### src/rtl/adder_job_arbiter_pkg.sv
// Shared definitions for the adder job arbiter.
//   state_t            : job sequencer states
//   REG_*_OFFSET       : AXI-lite register map of the adder slave
//   RESP_ERR           : value of bresp/rresp that flags a slave error
package adder_job_arbiter_pkg;

  typedef enum logic [2:0] {
    ST_IDLE = 3'd0,
    ST_WR_A = 3'd1,
    ST_WR_B = 3'd2,
    ST_RD   = 3'd3,
    ST_RSP  = 3'd4
  } state_t;

  localparam int unsigned REG_A_OFFSET   = 32'h00;
  localparam int unsigned REG_B_OFFSET   = 32'h04;
  localparam int unsigned REG_SUM_OFFSET = 32'h08;

  localparam logic RESP_ERR = 1'b1;

endpackage

### src/rtl/adder_rr_arbiter.sv
// Two-way round-robin grant.
//   clk, rst_n : clock, asynchronous active-low reset
//   req        : per-requester request
//   accept     : the current grant is being taken this cycle
//   grant      : one-hot grant (combinational), zero when no request
module adder_rr_arbiter (
  input  logic       clk,
  input  logic       rst_n,
  input  logic [1:0] req,
  input  logic       accept,
  output logic [1:0] grant
);

  // Index of the requester that wins a tie; after any grant it points at
  // the other requester.
  logic prio;

  always_comb begin
    grant = '0;
    if (req == 2'b11) begin
      grant[prio] = 1'b1;
    end else begin
      grant = req;
    end
  end

  always_ff @(posedge clk or negedge rst_n) begin
    if (!rst_n) begin
      prio <= 1'b0;
    end else if (accept && (grant != 2'b00)) begin
      prio <= grant[0];
    end
  end

endmodule

### src/rtl/adder_job_arbiter.sv
// Arbitrates add jobs from two requesters onto an AXI-lite adder slave.
// A job writes operand A to 0x00, operand B to 0x04, reads the sum at 0x08
// and returns it to the granted requester.
//   m1_axi_aclk/aresetn   : clock, asynchronous active-low reset
//   req_valid/req_a/req_b : job requests, operands packed per requester
//   req_ready             : one-cycle one-hot accept pulse
//   rsp_valid/rsp_data/rsp_err/rsp_ready : job result handshake
//   m1_axi_*              : AXI-lite master to the adder slave
module adder_job_arbiter
  import adder_job_arbiter_pkg::*;
#(
  parameter int DATA_WIDTH = 32,
  parameter int ADDR_WIDTH = 8
) (
  input  logic                    m1_axi_aclk,
  input  logic                    m1_axi_aresetn,
  input  logic [1:0]              req_valid,
  input  logic [2*DATA_WIDTH-1:0] req_a,
  input  logic [2*DATA_WIDTH-1:0] req_b,
  output logic [1:0]              req_ready,
  output logic [1:0]              rsp_valid,
  output logic [DATA_WIDTH-1:0]   rsp_data,
  output logic                    rsp_err,
  input  logic                    rsp_ready,
  output logic [ADDR_WIDTH-1:0]   m1_axi_awaddr,
  output logic                    m1_axi_awvalid,
  input  logic                    m1_axi_awready,
  output logic [DATA_WIDTH-1:0]   m1_axi_wdata,
  output logic [DATA_WIDTH/8-1:0] m1_axi_wstrb,
  output logic                    m1_axi_wvalid,
  input  logic                    m1_axi_wready,
  input  logic                    m1_axi_bresp,
  input  logic                    m1_axi_bvalid,
  output logic                    m1_axi_bready,
  output logic [ADDR_WIDTH-1:0]   m1_axi_araddr,
  output logic                    m1_axi_arvalid,
  input  logic                    m1_axi_arready,
  input  logic [DATA_WIDTH-1:0]   m1_axi_rdata,
  input  logic                    m1_axi_rresp,
  input  logic                    m1_axi_rvalid,
  output logic                    m1_axi_rready
);

  state_t                state, state_d;
  logic [1:0]            grant, owner;
  logic [DATA_WIDTH-1:0] op_a, op_b;
  logic                  aw_done, w_done, ar_done;
  logic                  accept, in_wr;
  logic                  aw_hs, w_hs, b_hs, ar_hs, r_hs;
  logic                  b_err, r_err;

  adder_rr_arbiter u_arb (
    .clk    (m1_axi_aclk),
    .rst_n  (m1_axi_aresetn),
    .req    (req_valid),
    .accept (accept),
    .grant  (grant)
  );

  // Handshakes are derived from state and done flags rather than from the
  // output ports so the output block can stay a pure function of state.
  always_comb begin
    accept = (state == ST_IDLE) && (req_valid != 2'b00);
    in_wr  = (state == ST_WR_A) || (state == ST_WR_B);
    aw_hs  = in_wr && !aw_done && m1_axi_awready;
    w_hs   = in_wr && !w_done && m1_axi_wready;
    b_hs   = in_wr && m1_axi_bvalid;
    ar_hs  = (state == ST_RD) && !ar_done && m1_axi_arready;
    r_hs   = (state == ST_RD) && m1_axi_rvalid;
    b_err  = (m1_axi_bresp == RESP_ERR);
    r_err  = (m1_axi_rresp == RESP_ERR);
  end

  always_ff @(posedge m1_axi_aclk or negedge m1_axi_aresetn) begin
    if (!m1_axi_aresetn) begin
      state <= ST_IDLE;
    end else begin
      state <= state_d;
    end
  end

  always_comb begin
    state_d        = state;
    m1_axi_awvalid = in_wr && !aw_done;
    m1_axi_wvalid  = in_wr && !w_done;
    m1_axi_bready  = in_wr;
    m1_axi_awaddr  = (state == ST_WR_B) ? ADDR_WIDTH'(REG_B_OFFSET) : ADDR_WIDTH'(REG_A_OFFSET);
    m1_axi_wdata   = (state == ST_WR_B) ? op_b : op_a;
    m1_axi_wstrb   = '1;
    m1_axi_arvalid = (state == ST_RD) && !ar_done;
    m1_axi_araddr  = ADDR_WIDTH'(REG_SUM_OFFSET);
    m1_axi_rready  = (state == ST_RD);
    rsp_valid      = (state == ST_RSP) ? owner : '0;
    case (state)
      ST_IDLE: if (accept) state_d = ST_WR_A;
      ST_WR_A: if (b_hs) state_d = b_err ? ST_RSP : ST_WR_B;
      ST_WR_B: if (b_hs) state_d = b_err ? ST_RSP : ST_RD;
      ST_RD:   if (r_hs) state_d = ST_RSP;
      ST_RSP:  if (rsp_ready) state_d = ST_IDLE;
      default: state_d = ST_IDLE;
    endcase
  end

  always_ff @(posedge m1_axi_aclk or negedge m1_axi_aresetn) begin
    if (!m1_axi_aresetn) begin
      req_ready <= '0;
      owner     <= '0;
      op_a      <= '0;
      op_b      <= '0;
      aw_done   <= 1'b0;
      w_done    <= 1'b0;
      ar_done   <= 1'b0;
      rsp_data  <= '0;
      rsp_err   <= 1'b0;
    end else begin
      req_ready <= accept ? grant : '0;
      if (accept) begin
        owner <= grant;
        op_a  <= grant[1] ? req_a[2*DATA_WIDTH-1:DATA_WIDTH] : req_a[DATA_WIDTH-1:0];
        op_b  <= grant[1] ? req_b[2*DATA_WIDTH-1:DATA_WIDTH] : req_b[DATA_WIDTH-1:0];
      end
      // Per-phase done flags restart on every state change so WR_B reissues
      // both address and data channels.
      if (state_d != state) begin
        aw_done <= 1'b0;
        w_done  <= 1'b0;
        ar_done <= 1'b0;
      end else begin
        if (aw_hs) aw_done <= 1'b1;
        if (w_hs)  w_done  <= 1'b1;
        if (ar_hs) ar_done <= 1'b1;
      end
      if (b_hs && b_err) begin
        rsp_data <= '0;
        rsp_err  <= 1'b1;
      end else if (r_hs) begin
        rsp_data <= r_err ? '0 : m1_axi_rdata;
        rsp_err  <= r_err;
      end
    end
  end

endmodule
### config.mk
export PLATFORM = sky130hd
export DESIGN_NAME = adder_job_arbiter
export DESIGN_NICKNAME = d
export VERILOG_FILES = /design/src/rtl/adder_job_arbiter_pkg.sv /design/src/rtl/adder_rr_arbiter.sv /design/src/rtl/adder_job_arbiter.sv
export SDC_FILE = /design/constraint.sdc
export NUM_CORES = 1
export LEC_CHECK = 0
export ABC_CLOCK_PERIOD_IN_PS = 1500
export BUFFER_PORTS_ARGS = -buffer_cell sky130_fd_sc_hd__buf_2
export CELL_PAD_IN_SITES_DETAIL_PLACEMENT = 1
export CELL_PAD_IN_SITES_GLOBAL_PLACEMENT = 1
export CORE_MARGIN = 2
export CORE_UTILIZATION = 30
export CTS_CLUSTER_SIZE = 12
export DETAILED_ROUTE_END_ITERATION = 8
export PLACE_DENSITY_LB_ADDON = 0.05
export SLEW_MARGIN = 20
export SYNTH_ARGS = -nofsm -noshare
export SYNTH_HDL_FRONTEND = slang
export SYNTH_HIERARCHICAL = 1
export SYNTH_SLANG_ARGS = --single-unit
### constraint.sdc
create_clock -name m1_axi_aclk -period 1.5 [get_ports m1_axi_aclk]
set_input_delay 0.225 -clock m1_axi_aclk [delete_from_list [all_inputs] [get_ports m1_axi_aclk]]
set_output_delay 0.225 -clock m1_axi_aclk [all_outputs]
set_load 0.01 [all_outputs]
==> flow_results.org, run 1 <==
** Clock network
- The later pin in the worst-skew pair is clocked with a latency of 0.34 ns.
- TritonCTS built the clock tree.
- Sinks on Clock Net :: roughly 110
- TritonCTS created 9 clock buffers.
- The tree is rooted in a clkbuf_16.
- Clock-pin slew reported for the worst setup and hold paths after clock tree synthesis :: 0.07 ns
- The clock passes through at most 2 buffers.
- H-Tree Depth :: 3

** Worst setup path
- The most critical setup path has its startpoint at state[0].
- Arrival time worst endpoint :: between 1.5 and 2 ns
- The critical path is of the reg2out type.
- STA puts the critical path data required time at 1.27 ns.
- In this run the worst path has a maximum fanout of 9.
- Startpoint of the worst-slack reg-to-reg timing path :: state[0]
- The worst setup path is launched from a register.
- The worst setup path is captured at a primary output.

** Timing
- Subtracting the final worst setup slack from the clock period gives about 2 ns.
- Hold Worst Slack :: 0.0921 ns
- Total count of max-transition violations in the final report :: 0
- Final Hold Vio Count :: 0
- Timing would allow up to between 500 and 600 MHz.
- Finish-stage setup viols :: 141
- Clock skew on the completed layout was measured at roughly 0.0053 ns.
- Final setup TNS :: -40.05 ns
- Final worst-path cycle share :: 132%
- Setup repair after global routing could not meet its margin everywhere.
- Post-layout worst setup margin :: -0.475 ns

** Drt
- Number of vias in the routed layout :: 4766
- DRC violation total after the first TritonRoute iteration :: 150
- 1st-pass router iterations :: 4
- Post-route antenna net violation count :: 0
- In the routed design, unresolved DRC markers number 0.
- Routed vias/inst :: about 4.8
- Avg WL per Cell :: 18.5 µm
- Detailed Route WL :: 18.4 mm

** Logic synthesis
- Total of flip-flops plus latches after synthesis :: roughly 110
- Yosys mapped a number of flops with a built-in enable equal to 0.
- Main flop type after synthesis :: dfrtp_1
- Count of yosys warnings during synthesis :: 6
- Top cell types by occurrence after synthesis :: 108 x dfrtp_1, 69 x a21oi_1, 68 x nor2_1
- Of all flip-flops after synthesis, the portion carrying an async set or reset was 100%.
- In this run, distinct cell masters in the synthesized netlist total 36.
- Synth area leaders :: dfrtp_1 52%, mux2i_1 12%, mux2_2 7.3%, a21oi_1 6.6%, a22o_1 5.4%
- Cell type with the highest aggregate area in the netlist :: dfrtp_1
- Of the synthesized area, sequential elements account for between 50% and 60%.
- Top-area cell type share of the netlist area :: approximately half
- The synthesized netlist occupies a cell area of 0.00523 mm².
- Gate count after technology mapping :: 476
- After synthesis, the mean cell area works out to approximately 11 µm².
- The most common cell in the synthesized netlist is dfrtp_1.

** Power
- Worst supply voltage drop on vdd :: ~0.97 mV
- In this run the power density over the cells is about 2200 mW/mm².
- Summed over all cells, the static leakage comes to roughly 4.1 nW.

** Floorplanning
- Chip Width :: 136 µm
- Starting utilization of the core area :: roughly 30%
- Vertical die dimension :: ~140 µm
- After floorplanning, the core was sized to cover 0.0172 mm².
- Standard-cell rows :: between 40 and 50
- approximately 270 I/O pins were placed.
- The die covers roughly 0.019 mm².

** Placement
- Count of port buffers added during placement :: about 250
- Placement-stage worst setup slack :: -0.162 ns
- At the end of routability-driven placement, the weighted congestion stood at around 0.77.
- Estimated wirelength of the detail-placed design :: 12.2 mm

** Global route
- The initial antenna violation count is 1.
- Via count of the first global-routing pass :: between 5000 and 6000
- GRT Total Usage :: a little under a fifth
- Overflow left after global routing :: 0
- Wire length of the first global-routing pass :: roughly 26 mm
- Entering global routing, the biggest net connects 56 pins.

** Layout
- Number of nets in the layout :: ~940
- Fill cells in the final layout number between 1500 and 2000.
- Signed area change from the synthesized netlist to the final layout :: 58.7%
- The post-route netlist has between 50% and 60% of its cells at a drive strength greater than 1.

** Min path
- Path class of the lowest-slack min-delay path :: in2reg
- The startpoint identified for the worst hold timing path is m1_axi_rdata[24].

** Status
- The flow ran to the end, but the final reports show violations.
- The final reports fail on setup timing.

** Job
- The tool flagged a number of max-cap violations equal to 0.
[per-layer routing]
| layer | share of wire [%] | vias to the layer above | GRT usage (%) |
|---|---|---|---|
| met2 | 49 | 183 | 31.1 |
| met3 | 7.3 | 15 | 4.81 |
| met1 | 42 | 2333 | 22.7 |
| met4 | 1.2 | 0 | 5.32 |
| li1 | - | 2235 | - |
| met5 | 0 | - | 0 |
[cell type report]
type	count	area (µm²)	share of cell area [%]
inverter	4	15.0	0.181
sequential	108	2700	32.6
tap	225	282	3.39
clock inverter	5	61.3	0.739
clock buffer	10	239	2.88
multi-input combinational	328	2560	30.9
timing repair buffer	313	2440	29.3
antenna	1	2.50	0.0301
[worst max-delay path, stage by stage, from the launching register on]
cell and delay, ns:
dfrtp_1 0.41, nor3b_4 0.22, buf_6 0.18, buf_12 0.15, mux2_4 0.31, buf_6 0.12
[flip-flops by register name, indices dropped and copies added, names as in the netlist, 2 cells and up]
register   cells
op_b          32
owner          2
req_ready      2
rsp_data      32
op_a          32
state          3
[per-stage QoR]
stage | utilization, % | cell area, µm² | total power, mW | cells
after detailed placement | 40.5 | 6950 | 12.3 | 936
after global routing | 48.3 | 8300 | 19.3 | 993
after CTS | 45.7 | 7840 | 16.9 | 970
after global placement | 40.5 | 6950 | 12.1 | 936
final | 48.3 | 8300 | 18.2 | 994
after floorplan | - | 5430 | 9.56 | 493
[path summary, 6_finish.rpt]
check                      cells past startpoint               end  slack, ns
max                                            5  m1_axi_wdata[12]      -0.47
min                                            2      rsp_data[24]       0.09
max reg2reg                                    9           op_a[4]      -0.31
min reg2reg                                    1      rsp_data[20]       0.50
max in group asynchronous                      3      rsp_data[21]       0.79
min in group asynchronous                      3           op_b[0]       0.41
[layout by cell type (no fill, tap or decap), types with 3 or more instances in the layout]
cell type	Yosys	layout
buf_2	20	220
dfrtp_1	108	108
nor2_1	68	64
mux2i_1	64	64
a21oi_1	69	64
buf_6	0	39
mux2_4	0	32
a22o_1	32	32
clkbuf_16	0	20
conb_1	2	19
buf_4	23	19
buf_12	0	17
nand2_1	6	5
nor3_2	0	5
a21oi_2	0	5
nor2_4	0	3
inv_1	3	3
buf_8	0	3
buf_16	0	3
[logic make-up after synthesis]
group / synth area share (%)
AO/OA/AOI/OAI: 14.3
other: 0.144
AND/OR/NAND/NOR: 7.80
XOR/XNOR: 0.168
buffers and inverters: 6.29
flip-flops: 51.7
multiplexers: 19.6
[power breakdown]
part	total, mW	internal, mW	switching, mW
Sequential	5.12	4.26	0.859
Combinational	10.7	5.98	4.71
Clock	2.42	1.34	1.08
Total	18.2	11.6	6.65
[what timing repair did]
| action | 4_1_cts | 5_1_grt |
|---|---|---|
| endpoints found under the setup margin | 142 | 146 |
| buffers inserted | 12 | 13 |
| gates cloned | 6 | 16 |
| hold endpoints to repair | 108 | 0 |
| hold buffers | 1 | 0 |
| gates resized for setup | 64 | 27 |
| pin swaps | 7 | 8 |
(Power assumes the default switching activity.)
==> run 2, diff against run 1 <==
CELL_PAD_IN_SITES_GLOBAL_PLACEMENT = 2   (was 1)
CORE_UTILIZATION = 24   (was 30)
REMOVE_ABC_BUFFERS = 1   (was default)
SLEW_MARGIN = 40   (was 20)
==> run 2 against run 1 <==
Critical endpoint is now m1_axi_wdata[28]. Critical path depth is the same. First-iteration DRC count shrank 49%. The flow still finishes with violations (setup timing). Sequential cell count is the same. Non-clock buffer count grew 33.
==> flow_results.org, run 2 (synthesis results as in run 1) <==
** Drt
- The first detailed-routing pass took 4 iterations.
- The routed design has approximately 21 mm of wire.
- In the routed design, unresolved DRC markers number 0.
- Number of vias in the routed layout :: about 5000
- Routed vias/inst :: between 4 and 5
- In this run the remaining antenna-violating nets after routing total 0.
- Avg WL per Cell :: between 15 and 20 µm
- DRC violation total after the first TritonRoute iteration :: 76

** Global route
- The first global-routing pass estimated 29.2 mm of wire.
- Largest net degree at the start of global routing :: 49
- Overflow left after global routing :: 0
- GRT Total Usage :: 17.1%
- Via count of the first global-routing pass :: approximately 5200
- Initial antenna violation count :: 2

** Timing
- Final hold analysis gives a worst-case slack of ~0.075 ns.
- The number of hold-slack violations in the final timing report was 0.
- Finish-stage setup viols :: between 100 and 150
- The number of max-slew violations in the final report was 0.
- Final worst-path cycle share :: 134%
- Based on the critical path, the design can be clocked at up to approximately 500 MHz.
- For the final database, setup skew stands at 0.00881 ns.
- Post-layout worst setup margin :: -0.515 ns
- After layout, the minimum clock period comes to just over 2 ns.
- RSZ-0062 raised after global routing :: true

** Clock network
- At the later pin of the worst-skew pair, clock insertion delay measures roughly 0.36 ns.
- Sinks on Clock Net :: 108
- Maximum root-to-sink buffer count :: 2
- Counting the buffers created by CTS gives 9.
- Clock root buffer :: clkbuf_16
- Clock-pin slew reported for the worst setup and hold paths after clock tree synthesis :: around 0.080 ns
- TritonCTS built the clock tree.
- H-Tree Depth :: 3

** Layout
- Signed area change from the synthesized netlist to the final layout :: 75.9%
- Filler cell count in the final layout :: ~2400
- For this run, the share of the core covered by cells in the final layout is 42.5%.
- Most used cells in the layout excluding fill and tap cells :: 217 x buf_2, 108 x dfrtp_1, 64 x mux2i_1
- After routing the design area is ~0.0092 mm².
- Fraction of layout cells with a size suffix above 1 :: 59.3%
- Final standard cell count with taps included and fillers excluded :: ~1100
- The library cell used most frequently in the layout, excluding fill and tap cells, is buf_2.
- For this run, the post-layout net count is 970.
- The largest registers in the layout are op_a x32, op_b x32, rsp_data x32.

** Worst setup path
- The worst setup path is captured at a primary output.
- R2R cell count :: 10
- Of all nets on the critical path, the largest fanout is 9.
- CP Class :: reg2out
- Data required time at the worst endpoint :: about 1.3 ns
- At the worst endpoint, the arrival time is 1.79 ns.
- The worst setup path is launched from a register.

** Floorplanning
- Standard-cell rows :: 54
- Starting utilization of the core area :: approximately 24%
- Floorplan die area :: around 0.023 mm²
- The die is about 150 µm tall.
- I/O pin count :: approximately 270
- Area of the core :: 0.0216 mm²
- In this run the horizontal extent of the chip is about 150 µm.

** Power
- Power density over cell area :: 2300 mW/mm²
- Switching power as a share of total power :: 37.3%
- Internal power :: approximately 13 mW
- Sequential cells account for between 20 and 25% of the total power.
- Power spent charging and discharging nets :: between 7 and 8 mW
- Worst supply voltage drop on vdd :: 0.656 mV
- Combinational logic is responsible for between 60 and 70% of the overall power.
- For this design the static power due to leakage is about 4.4 nW.
- The clock network accounts for about 11% of the total power.

** Min path
- Path class of the lowest-slack min-delay path :: in2reg
- Counting instances, the worst hold path has a depth of 2.

** Placement
- Count of port buffers added during placement :: roughly 250
- Placed Instance Area :: around 0.007 mm²
- Final weighted congestion in routability-driven placement :: 0.753
- Estimated wirelength of the detail-placed design :: between 10 and 15 mm
- Placement-stage worst setup slack :: -0.148 ns
- Cell total after placement :: approximately 1000

** Status
- The run finished, with violations left.
- The final reports fail on setup timing.

** Job
- Max-cap violation count :: 0
run 2: critical path, stage by stage (launching register included):
cell     delay (ns)
dfrtp_1        0.42
nor3b_4        0.23
buf_4          0.17
buf_16         0.14
mux2_2         0.33
buf_2          0.14
run 2: layout make-up:
cell class	instances	area [µm²]	area share, %
Timing Repair Buffer	346	3020	32.9
Inverter	4	17.5	0.190
Multi-Input combinational cell	329	2820	30.6
Clock buffer	9	225	2.45
Sequential cell	108	2700	29.4
Tap cell	280	350	3.81
Antenna cell	2	5.00	0.0544
Clock inverter	7	56.3	0.612
run 2: final timing paths:
path,slack (ns),end,start
setup / recovery,-0.52,m1_axi_wdata[28],state[2]
hold / removal,0.07,rsp_data[4],m1_axi_rdata[4]
setup reg to reg,-0.45,rsp_data[9],state[0]
hold reg to reg,0.50,rsp_data[27],rsp_data[27]
max in group asynchronous,0.56,op_a[10],m1_axi_aresetn
min in group asynchronous,0.32,rsp_data[24],m1_axi_aresetn
run 2: routing by layer:
layer / part of all wire (%) / up-vias / GRT usage (%)
li1: - / 2315 / -
met1: 41 / 2462 / 20.6
met2: 53 / 144 / 30.7
met3: 4.4 / 15 / 2.84
met4: 1.3 / 0 / 5.93
met5: 0 / - / 0
run 2: through the flow:
step / setup TNS (ns) / total power [mW]
5_1_grt: -64.74 / 22.4
6_report: -56.23 / 21.1
3_3_place_gp: -9.77 / 11.9
3_5_place_dp: -12.53 / 12.1
4_1_cts: -50.62 / 20.1
2_1_floorplan: -337.38 / 8.55
run 2: timing repair:
item / in CTS / in global routing
setup buffers: 32 / 19
endpoints found under the hold margin: 24 / 0
resized for setup: 164 / 65
endpoints found under the setup margin: 144 / 148
hold buffers: 1 / 0
cloned: 22 / 5
pin swaps: 22 / 13
run 2: power groups by stage:
stage	Combinational, mW	Clock (mW)	Sequential (mW)
finish	13.6	2.37	5.20
global route	14.5	2.57	5.35
CTS	12.4	2.47	5.17
detailed placement	7.03	0	5.06
global placement	6.86	0	5.06
floorplan	3.51	0	5.04
==> run 3, diff against run 2 <==
PLACE_DENSITY = 0.74   (was default)
PLACE_DENSITY_LB_ADDON = default   (was 0.05)
==> run 3 against run 2 <==
The flow still finishes with violations (setup timing). Utilization shrank 5.8 points. Critical path depth is the same. Worst setup slack got worse by 0.0058 ns. Sequential cell count did not move. Total power is 21% lower. Sequential power fell by 3%. Critical path type unchanged. Largest power group unchanged. Combinational power fell by 32%. Wire length down 15%. Final cell count down 4.6%.
==> flow_results.org, run 3 (synthesis results as in run 1) <==
** Status
- Outcome :: finished with violations
- Violations in the final reports :: setup timing

** Timing
- The number of max-slew violations in the final report came to 0.
- Final Hold Vio Count :: 0
- The worst path in the final design needs a cycle of about 2.0 ns, including I/O delays and setup.
- Setup repair after global routing could not meet its margin everywhere.
- Setup skew after layout :: 0.0120 ns
- Finish-stage setup viols :: around 150
- Derived from the worst setup path, the maximum achievable clock frequency is just under 500 MHz.
- Post-layout worst setup margin :: -0.521 ns
- After layout, the worst path uses 135% of the clock period.

** Clock network
- For the worst-skew pair, the clock arrives at the later sink with an insertion delay of between 0.3 and 0.4 ns.
- Maximum root-to-sink buffer count :: 2
- Clock-pin slew reported for the worst setup and hold paths after clock tree synthesis :: approximately 0.080 ns
- Clock root buffer :: clkbuf_16
- The H-tree was split into 3 levels.
- TritonCTS built the clock tree.
- Number of buffers inserted during clock tree synthesis :: 9
- Sinks on Clock Net :: between 100 and 150

** Power
- Power density over cell area :: approximately 2100 mW/mm²
- VDD sags by at most 0.809 mV.
- For this design the static power due to leakage is about 3.9 nW.
- Summing internal, switching and leakage power gives between 15 and 20 mW.

** Worst setup path
- Along the worst path, the maximum fanout reaches 14.
- CP Class :: reg2out
- Internal reg-to-reg setup slack :: -0.12 ns
- Crit path launch type :: register
- For the worst setup path, the data arrival time is roughly 1.8 ns.
- Data required time at the worst endpoint :: between 1 and 1.5 ns
- STA classifies the critical path endpoint as a primary output.

** Layout
- Signed area change from the synthesized netlist to the final layout :: 52.0%
- Leading cell type in the layout, fill and taps excluded :: buf_2
- Filler cell count in the final layout :: 2474
- Fraction of layout cells with a size suffix above 1 :: a little under 50%
- Number of nets in the layout :: 920
- Most used cells in the layout excluding fill and tap cells :: 216 x buf_2, 108 x dfrtp_1, 69 x a21oi_1
- Regs by FF count :: op_a x32, op_b x32, rsp_data x32

** Drt
- For this run, design rule violations remaining after detail routing come to 0.
- Across all layers, the routed design uses 4627 vias.
- Avg WL per Cell :: ~17 µm
- Post-route antenna net violation count :: 0
- 1st-pass router iterations :: 4
- Routed vias/inst :: roughly 4.5
- The final layout contains routed wiring with a total length of roughly 18 mm.
- DRC violation total after the first TritonRoute iteration :: approximately 130

** Floorplanning
- Vertical die dimension :: about 150 µm
- Floorplan die area :: 0.0230 mm²
- From left edge to right edge, the die measures approximately 150 µm.
- Row generation in the floorplan step produced 54 rows.
- Area of the core :: between 0.02 and 0.025 mm²
- Starting utilization of the core area :: about a quarter
- I/O pin count :: around 270

** Global route
- Met2 demand-to-capacity share in global routing :: 24.3%
- For met1 alone, demand over resource in global routing was approximately a fifth.
- Initial antenna violation count :: 2
- The via count of the first global-routing pass was about 4600.
- Most utilized layer in the global route result :: met2
- The total overflow left after global routing is 0.
- Wire length of the first global-routing pass :: 25.7 mm
- Largest net degree at the start of global routing :: 56
- Across every metal layer, demand over resource in global routing totals 14.6%.
- For this run, global-route usage on met3 was measured as 2.31%.

** Placement
- Count of port buffers added during placement :: between 200 and 250
- Before CTS, the worst setup slack after placement is -0.148 ns.
- Final weighted congestion in routability-driven placement :: ~0.77
- Estimated wirelength of the detail-placed design :: between 10 and 15 mm

** Job
- Max-cap violation count :: 0

** Min path
- Path class of the lowest-slack min-delay path :: in2reg
-- run 3: cell types whose count changed in the layout (fill, tap and decap cells not counted), sizes merged --
cell    change
buf        -51
inv         -2
o211a       -1
clkbuf      +4
-- run 3: report_power, final --
group	switching, mW	leakage, nW	internal, mW
clock network	1.18	0.137	1.19
logic	4.24	2.49	5.04
registers	0.807	1.30	4.25
total	6.23	3.92	10.5
-- run 3: what timing repair did --
item                       4_1_cts  5_1_grt
hold endpoints to repair       108        0
hold buffers                     1        0
setup endpoints to repair      146      135
cloned                           3        6
setup buffers                    5        8
pin swaps                        5        2
resized for setup               48       21
-- run 3: layout make-up --
type                    instances  area (µm²)  area share (%)
multi-input cells             328        2430            30.6
diodes                          2        5.00          0.0630
clock buffers                  11         243            3.05
inverters                       4        17.5           0.220
flip-flops and latches        108        2700            34.0
well taps                     280         350            4.41
clock inverters                 5        42.5           0.535
repair buffers                297        2150            27.1
-- run 3: routing by layer --
layer | routed length [µm] | share of wire, % | vias up
li1 | - | - | 2193
met1 | 7690 | 43 | 2273
met2 | 8900 | 50 | 134
met3 | 797 | 4.5 | 27
met4 | 461 | 2.6 | 0
met5 | 0 | 0 | -
-- run 3: stage by stage --
step / hold WS [ns] / setup TNS (ns) / utilization, % / instances / instance area (µm²)
floorplan: -0.0706 / -337.38 / - / 439 / 4980
global placement: 0.255 / -8.31 / 32.3 / 997 / 6990
detailed placement: 0.257 / -12.49 / 32.3 / 997 / 6990
CTS: 0.0642 / -19.98 / 35.3 / 1021 / 7620
global route: 0.0653 / -36.57 / 36.7 / 1034 / 7950
finish: 0.0762 / -24.58 / 36.8 / 1035 / 7950
-- run 3: worst paths after layout --
check,from,cells after the start,to
max in group asynchronous,m1_axi_aresetn,3,op_b[24]
max reg2reg,state[1],5,owner[1]
max,state[2],5,m1_axi_wdata[0]
min,m1_axi_rdata[6],2,rsp_data[6]
min reg2reg,rsp_data[4],1,rsp_data[4]
min in group asynchronous,m1_axi_aresetn,3,rsp_data[18]
-- run 3: critical path, stage by stage (launching register included) --
cell	delay, ns
dfrtp_1	0.41
nor3b_4	0.25
buf_12	0.16
buf_12	0.17
mux2_4	0.32
buf_6	0.12
